`config.mk`:
```
export PLATFORM = sky130hd
export DESIGN_NAME = mac_vec_acc_bank
export DESIGN_NICKNAME = d
export VERILOG_FILES = /design/src/rtl/mac_pkg.sv /design/src/rtl/mac_dot_lanes.sv /design/src/rtl/mac_vec_acc_bank.sv
export SDC_FILE = /design/constraint.sdc
export NUM_CORES = 2
export LEC_CHECK = 0
export CORE_UTILIZATION = 45
export CTS_BUF_LIST = sky130_fd_sc_hd__clkbuf_8
export DETAILED_ROUTE_END_ITERATION = 10
export SLEW_MARGIN = 5
export SYNTH_ARGS = -nofsm -noshare
export SYNTH_HDL_FRONTEND = slang
export SYNTH_HIERARCHICAL = 1
export SYNTH_SLANG_ARGS = --single-unit
```
`constraint.sdc`:
```
create_clock -name clk -period 7.78 [get_ports clk]
set_input_delay 1.556 -clock clk [delete_from_list [all_inputs] [get_ports clk]]
set_output_delay 1.556 -clock clk [all_outputs]
set_load 0.01 [all_outputs]
```
`src/rtl/mac_pkg.sv`:
```
// Shared encodings and saturating-add helper for the vector MAC accumulator bank.
package mac_pkg;

  typedef enum logic [1:0] {
    OP_MAC  = 2'b00,
    OP_CLR  = 2'b01,
    OP_LOAD = 2'b10,
    OP_READ = 2'b11
  } op_e;

  typedef enum logic [1:0] {
    ACT_RAW     = 2'b00,
    ACT_RELU    = 2'b01,
    ACT_RELU_SH = 2'b10,
    ACT_RSVD    = 2'b11
  } act_e;

  // Operands are sign-extended to SAT_W; the clamp is applied at the caller's width w (< SAT_W).
  localparam int SAT_W = 64;

  typedef struct packed {
    logic             sat;
    logic [SAT_W-1:0] val;
  } sat_res_t;

  function automatic sat_res_t sat_add(input logic signed [SAT_W-1:0] a,
                                       input logic signed [SAT_W-1:0] b,
                                       input int                      w);
    logic signed [SAT_W:0] sum;
    logic signed [SAT_W:0] one;
    logic signed [SAT_W:0] hi;
    logic signed [SAT_W:0] lo;
    sat_res_t              r;
    one   = {{SAT_W{1'b0}}, 1'b1};
    sum   = {a[SAT_W-1], a} + {b[SAT_W-1], b};
    hi    = (one <<< (w - 1)) - one;
    lo    = -(one <<< (w - 1));
    r.sat = 1'b0;
    r.val = sum[SAT_W-1:0];
    if (sum > hi) begin
      r.sat = 1'b1;
      r.val = hi[SAT_W-1:0];
    end else if (sum < lo) begin
      r.sat = 1'b1;
      r.val = lo[SAT_W-1:0];
    end
    return r;
  endfunction

endpackage

```
`src/rtl/mac_dot_lanes.sv`:
```
// Combinational signed dot product of two packed LANES x EW operand words.
module mac_dot_lanes #(
  parameter int LANES = 4,
  parameter int EW    = 8,
  parameter int DW    = 2 * EW + $clog2(LANES)
) (
  input  logic [LANES*EW-1:0] a_i,
  input  logic [LANES*EW-1:0] b_i,
  output logic signed [DW-1:0] dot_o
);

  logic signed [2*EW-1:0] prod [LANES];

  for (genvar i = 0; i < LANES; i++) begin : g_lane
    assign prod[i] = $signed(a_i[i*EW +: EW]) * $signed(b_i[i*EW +: EW]);
  end

  // NOTE: every variable written in always_comb is assigned before any conditional use, so no latch is inferred.
  always_comb begin
    dot_o = '0;
    for (int i = 0; i < LANES; i++) begin
      dot_o = dot_o + DW'(prod[i]);
    end
  end

endmodule

```
`src/rtl/mac_vec_acc_bank.sv`:
```
// Two-stage pipelined LANES-wide signed MAC into NACC saturating accumulators with activation.
module mac_vec_acc_bank
  import mac_pkg::*;
#(
  parameter int LANES = 4,
  parameter int EW    = 8,
  parameter int ACC_W = 32,
  parameter int NACC  = 4
) (
  input  logic                     clk,
  input  logic                     rst,
  input  logic                     in_valid,
  output logic                     in_ready,
  input  logic [1:0]               op,
  input  logic [$clog2(NACC)-1:0]  acc_sel,
  input  logic [1:0]               act_mode,
  input  logic [4:0]               shamt,
  input  logic [LANES*EW-1:0]      rs1,
  input  logic [LANES*EW-1:0]      rs2,
  output logic                     out_valid,
  input  logic                     out_ready,
  output logic [ACC_W-1:0]         out_data,
  output logic                     out_sat,
  output logic [$clog2(NACC)-1:0]  out_sel
);

  localparam int SW = $clog2(NACC);
  localparam int DW = 2 * EW + $clog2(LANES);
  localparam logic [ACC_W-1:0] QMAX = ACC_W'((1 << (EW - 1)) - 1);

  logic signed [DW-1:0] dot;
  logic                 adv;

  logic             s1_valid_q;
  logic [ACC_W-1:0] s1_dot_q;
  op_e              s1_op_q;
  logic [SW-1:0]    s1_sel_q;
  act_e             s1_act_q;
  logic [4:0]       s1_sh_q;

  logic [ACC_W-1:0] acc_q [NACC];
  logic [NACC-1:0]  sat_q;
  logic [ACC_W-1:0] acc_d;
  logic             sat_d;
  logic [ACC_W-1:0] act_d;
  logic [ACC_W-1:0] relu;
  logic [ACC_W-1:0] shifted;
  sat_res_t         mac_res;
  sat_res_t         load_res;
  logic             unused_hi_bits;

  logic             out_valid_q;
  logic [ACC_W-1:0] out_data_q;
  logic             out_sat_q;
  logic [SW-1:0]    out_sel_q;

  mac_dot_lanes #(.LANES(LANES), .EW(EW), .DW(DW)) u_dot (
    .a_i   (rs1),
    .b_i   (rs2),
    .dot_o (dot)
  );

  // Both stages move together; a held output freezes the whole pipe.
  assign adv      = ~out_valid_q | out_ready;
  assign in_ready = adv;

  // NOTE: state registers use non-blocking assignments so every flop samples pre-edge values.
  always_ff @(posedge clk or posedge rst) begin
    if (rst) begin
      s1_valid_q <= 1'b0;
      s1_dot_q   <= '0;
      s1_op_q    <= OP_READ;
      s1_sel_q   <= '0;
      s1_act_q   <= ACT_RAW;
      s1_sh_q    <= '0;
    end else if (adv) begin
      s1_valid_q <= in_valid;
      if (in_valid) begin
        s1_dot_q <= ACC_W'(dot);
        s1_op_q  <= op_e'(op);
        s1_sel_q <= acc_sel;
        s1_act_q <= act_e'(act_mode);
        s1_sh_q  <= shamt;
      end
    end
  end

  always_comb begin
    mac_res  = sat_add(SAT_W'(signed'(acc_q[s1_sel_q])), SAT_W'(signed'(s1_dot_q)), ACC_W);
    load_res = sat_add('0, SAT_W'(signed'(s1_dot_q)), ACC_W);
    acc_d    = acc_q[s1_sel_q];
    sat_d    = sat_q[s1_sel_q];
    unique case (s1_op_q)
      OP_MAC: begin
        acc_d = mac_res.val[ACC_W-1:0];
        sat_d = sat_q[s1_sel_q] | mac_res.sat;
      end
      OP_CLR: begin
        acc_d = '0;
        sat_d = 1'b0;
      end
      OP_LOAD: begin
        acc_d = load_res.val[ACC_W-1:0];
        sat_d = load_res.sat;
      end
      default: ;
    endcase

    relu    = acc_d[ACC_W-1] ? '0 : acc_d;
    shifted = relu >> s1_sh_q;
    act_d   = acc_d;
    unique case (s1_act_q)
      ACT_RELU:    act_d = relu;
      ACT_RELU_SH: act_d = (shifted > QMAX) ? QMAX : shifted;
      default:     act_d = acc_d;
    endcase
  end

  assign unused_hi_bits = ^{mac_res.val[SAT_W-1:ACC_W], load_res.val[SAT_W-1:ACC_W]};

  // NOTE: the accumulator bank is a flop array, not a RAM, so it is cleared by reset like any other state.
  always_ff @(posedge clk or posedge rst) begin
    if (rst) begin
      for (int i = 0; i < NACC; i++) acc_q[i] <= '0;
      sat_q       <= '0;
      out_valid_q <= 1'b0;
      out_data_q  <= '0;
      out_sat_q   <= 1'b0;
      out_sel_q   <= '0;
    end else if (adv) begin
      out_valid_q <= s1_valid_q;
      if (s1_valid_q) begin
        acc_q[s1_sel_q] <= acc_d;
        sat_q[s1_sel_q] <= sat_d;
        out_data_q      <= act_d;
        out_sat_q       <= sat_d;
        out_sel_q       <= s1_sel_q;
      end
    end
  end

  assign out_valid = out_valid_q;
  assign out_data  = out_data_q;
  assign out_sat   = out_sat_q;
  assign out_sel   = out_sel_q;

endmodule

```
==> summary.md <==
| Metric | Value |
|---|---|
| Cell variety after synth | 86 |
| CTS tree | yes |
| Run status | finished, final reports clean |
| Sink Count | about 200 |
| M1 GR Usage | 0.458 |
| Setup crit start kind | primary input |
| Crit path time final | about 7700 ps |
| M3 GR Usage | 0.0615 |
| Peak Freq | between 100 and 150 MHz |
| Slew Limit Fails | 0 |
| Core box area | 52,700 um^2 |
| Detailed Route WL | 75.4 mm |
| Starting Density | 0.456 |
| Register area | roughly 5000 um^2 |
| FF-to-FF setup slack | around 740 ps |
| WS Path Type | primary input to flip-flop |
| Mapped cell area | roughly 24,000 um^2 |
| Cell Area, Placed | 27,100 um^2 |
| Multi-input logic area | between 15,000 and 20,000 um^2 |
| Antenna-violating nets left | 0 |
| Iteration-0 DRC Markers | 1,770 |
| Die area | ~54,000 um^2 |
| Routed length per instance | between 20 and 25 um |
| First-pass GRT wire length | roughly 120 mm |
| Gr usage total | 0.285 |
| Final clock skew | around 33 ps |
| Count of port buffers added during placement | between 100 and 150 |
| Global-route layer with the greatest usage | met1 |
| Crit path arrival time | 8070 ps |
| Syn Nets | around 3,100 |
| Final-report hold violation count | 0 |
| TritonCTS Buffers | 17 |
| Commonest non-fill, non-tap cell in the layout | inv_1 |
| Clock tree buffer depth | 2 |
| Worst path bufs/invs | 8 |
| Avg Inst Size Synth | 9.22 um^2 |
| CP max-delay cell | fa_1 |
| Vias post-DR | between 15,000 and 20,000 |
| Max stage delay on crit path | 540 ps |
| Chip width | between 200 and 250 um |
| Largest net degree at the start of global routing | ~140 |
| Syn. warnings | 6 |
| Layout cells sized above 1 | 0.148 |
| DR pass1 iterations | 7 |
| Layout Nets | ~3,400 |
| Worst Path Max Fanout | 7 |
| Vias per inst | 5.63 |
| EDFF count, synth | 0 |
| Die height | 233 um |
| Root Buffer | clkbuf_8 |
| Met2 Usage GRT | 0.390 |
| Row Count | 84 |
| Max-cap violations | 0 |
| Clock slew at reported path FFs | 120 ps |
| #FFs+latches synth | 198 |
| CP required | between 8000 and 9000 ps |
| Initial antenna violation count | 6 |
| Sequential share of the synthesized area | 0.207 |
| GPL Wtd Cong | roughly 0.97 |
| Remaining DRCs | 0 |
| Crit-path most repeated cell | fa_1 |
| Main synth FF type | dfrtp_1 |
| Worst skew pair latency | 540 ps |
| Post-DP HPWL | roughly 62 mm |
| Fill cells | ~4,900 |
| Post-Syn Instances | ~2,600 |
| Ys async rst share | 1.00 |
| Commonest non-fill, non-tap cells in the layout | inv_1 (397), fa_1 (308), nand2_1 (296) |
| Crit path max-delay family | adder cells |
| Total grt overflow | 0 |
| I/O pin cnt | between 100 and 150 |
| Final instance area | about 28,000 um^2 |
| Worst slew pin tran | roughly 1200 ps |
| CP Capture Type | flip-flop |
| Slew headroom | 0.186 |
| Period utilisation layout | 0.984 |
| Number of global-route vias before repair | ~20,000 |
| RSZ-0062 raised after global routing | yes |
| Hold/Removal Path Class | flip-flop to flip-flop |
| CP Cell Sequence | clkdlybuf4s50_1 > buf_6 > and2_1 > fa_1 > inv_1 > fa_1 > inv_1 > fa_1 > fa_1 > fa_1 > fa_1 > fa_1 > inv_1 > fa_1 > inv_1 > ha_4 > buf_4 > o21ai_2 > o21bai_2 > o31ai_2 > buf_4 > a31oi_4 > xor2_1 > mux2_2 |
| Area growth syn-to-layout | 16.7% |
| Setup violations, final | 0 |
| H-tree depth | 4 |
routing by layer:
metal  share of wire  vias to the layer above
met4           0.014                        0
met2            0.41                      670
met3           0.077                       72
met5               0                        -
met1            0.50                    10108
li1                -                     9094
cell usage after synthesis (6+ instances only):
master      n  area share
a211o_1     7      0.0026
a211oi_1   15      0.0047
a21o_1     18      0.0056
a21oi_1   111       0.023
a221o_1     6      0.0025
a221oi_1   16      0.0058
a22oi_1     8      0.0025
a31oi_1     8      0.0021
a32o_1      7      0.0029
and2_1    162       0.042
and3_1     10      0.0026
buf_1       7      0.0011
buf_2      16      0.0033
clkbuf_1   81       0.013
dfrtp_1   196        0.20
fa_1      319        0.27
ha_1      131       0.068
inv_1     408       0.064
mux2_2     41       0.019
mux2i_1    17      0.0071
mux4_2     39       0.037
nand2_1   302       0.047
nand2b_1   20      0.0052
nand3_1    24      0.0050
nand4_1    18      0.0047
nor2_1    139       0.022
nor2b_1    13      0.0034
nor3_1     30      0.0063
nor4_1      6      0.0016
o211ai_1   21      0.0066
o21a_1     11      0.0034
o21ai_0   187       0.039
o21bai_1    7      0.0022
o22ai_1    15      0.0039
o31ai_1    14      0.0044
or2_2       6      0.0016
or3_1       9      0.0023
or4_1       8      0.0025
xnor2_1    34       0.012
xor2_1     14      0.0051
sequential cells by signal, indices dropped and copies added, names as in the netlist:
| name | cells |
|---|---|
| out_sel | 2 |
| sat_q | 4 |
| s1_valid_q | 1 |
| s1_dot_q | 18 |
| out_data | 32 |
| out_sat | 1 |
| out_valid | 1 |
| acc_q | 128 |
| s1_sh_q | 5 |
| s1_op_q | 2 |
| s1_act_q | 2 |
| s1_sel_q | 2 |
final cells by class:
type,instances,share of cell area
inverter,410,0.0553
timing repair buffer,324,0.101
clock buffer,17,0.00835
multi-input combinational,1888,0.621
tap,688,0.0307
sequential,198,0.177
clock inverter,15,0.00706
antenna,3,0.000268
stage by stage:
stage	instances	utilization	TNS, ps	setup slack (ps)	hold slack, ps
final	3543	0.532	0	125	487
after global routing	3543	0.532	-39.1	-15.3	513
after CTS	3530	0.525	-24.5	-12.4	491
after detailed placement	3496	0.515	-8010	-871	466
after global placement	3496	0.515	-7140	-826	456
after floorplan	2604	-	-11.4	-11.4	445
tightest hold or removal path, stage by stage, from the launching register on:
cell	delay (ps)
dfrtp_1	360
nand2_1	40
o21ai_0	60
cell families (layout without fill, tap and decap cells):
logic type	Yosys count	count (layout)	synth area share
fa+ha+maj	450	450	0.334
xor+xnor	49	49	0.0185
simple gates	763	763	0.152
mux	99	99	0.0644
other cells	0	3	0
buf+inv	518	766	0.0827
compound gates	527	527	0.142
flops	198	198	0.207
final timing paths:
check | from | endpoint | cells past startpoint
max in group asynchronous | rst | acc_q[33]$_DFFE_PP0P_ | 3
min in group asynchronous | rst | out_sat$_DFFE_PP0P_ | 2
max reg2reg | s1_sel_q[0]$_DFFE_PP0P_ | out_data[4]$_DFFE_PP0P_ | 17
min reg2reg | acc_q[40]$_DFFE_PP0P_ | acc_q[40]$_DFFE_PP0P_ | 2
max | rs1[19] | s1_dot_q[15]$_DFFE_PP0P_ | 24
min | acc_q[40]$_DFFE_PP0P_ | acc_q[40]$_DFFE_PP0P_ | 2
repair_timing:
item                       4_1_cts  5_1_grt
setup endpoints to repair       10       10
hold buffers                     0        0
gates resized for setup         52       91
cloned                           0        1
pin swaps                       22      116
buffers inserted                 2        9
Power is not shown: default switching activity piles up to over one toggle a cycle in this logic, so the estimate is an artifact.
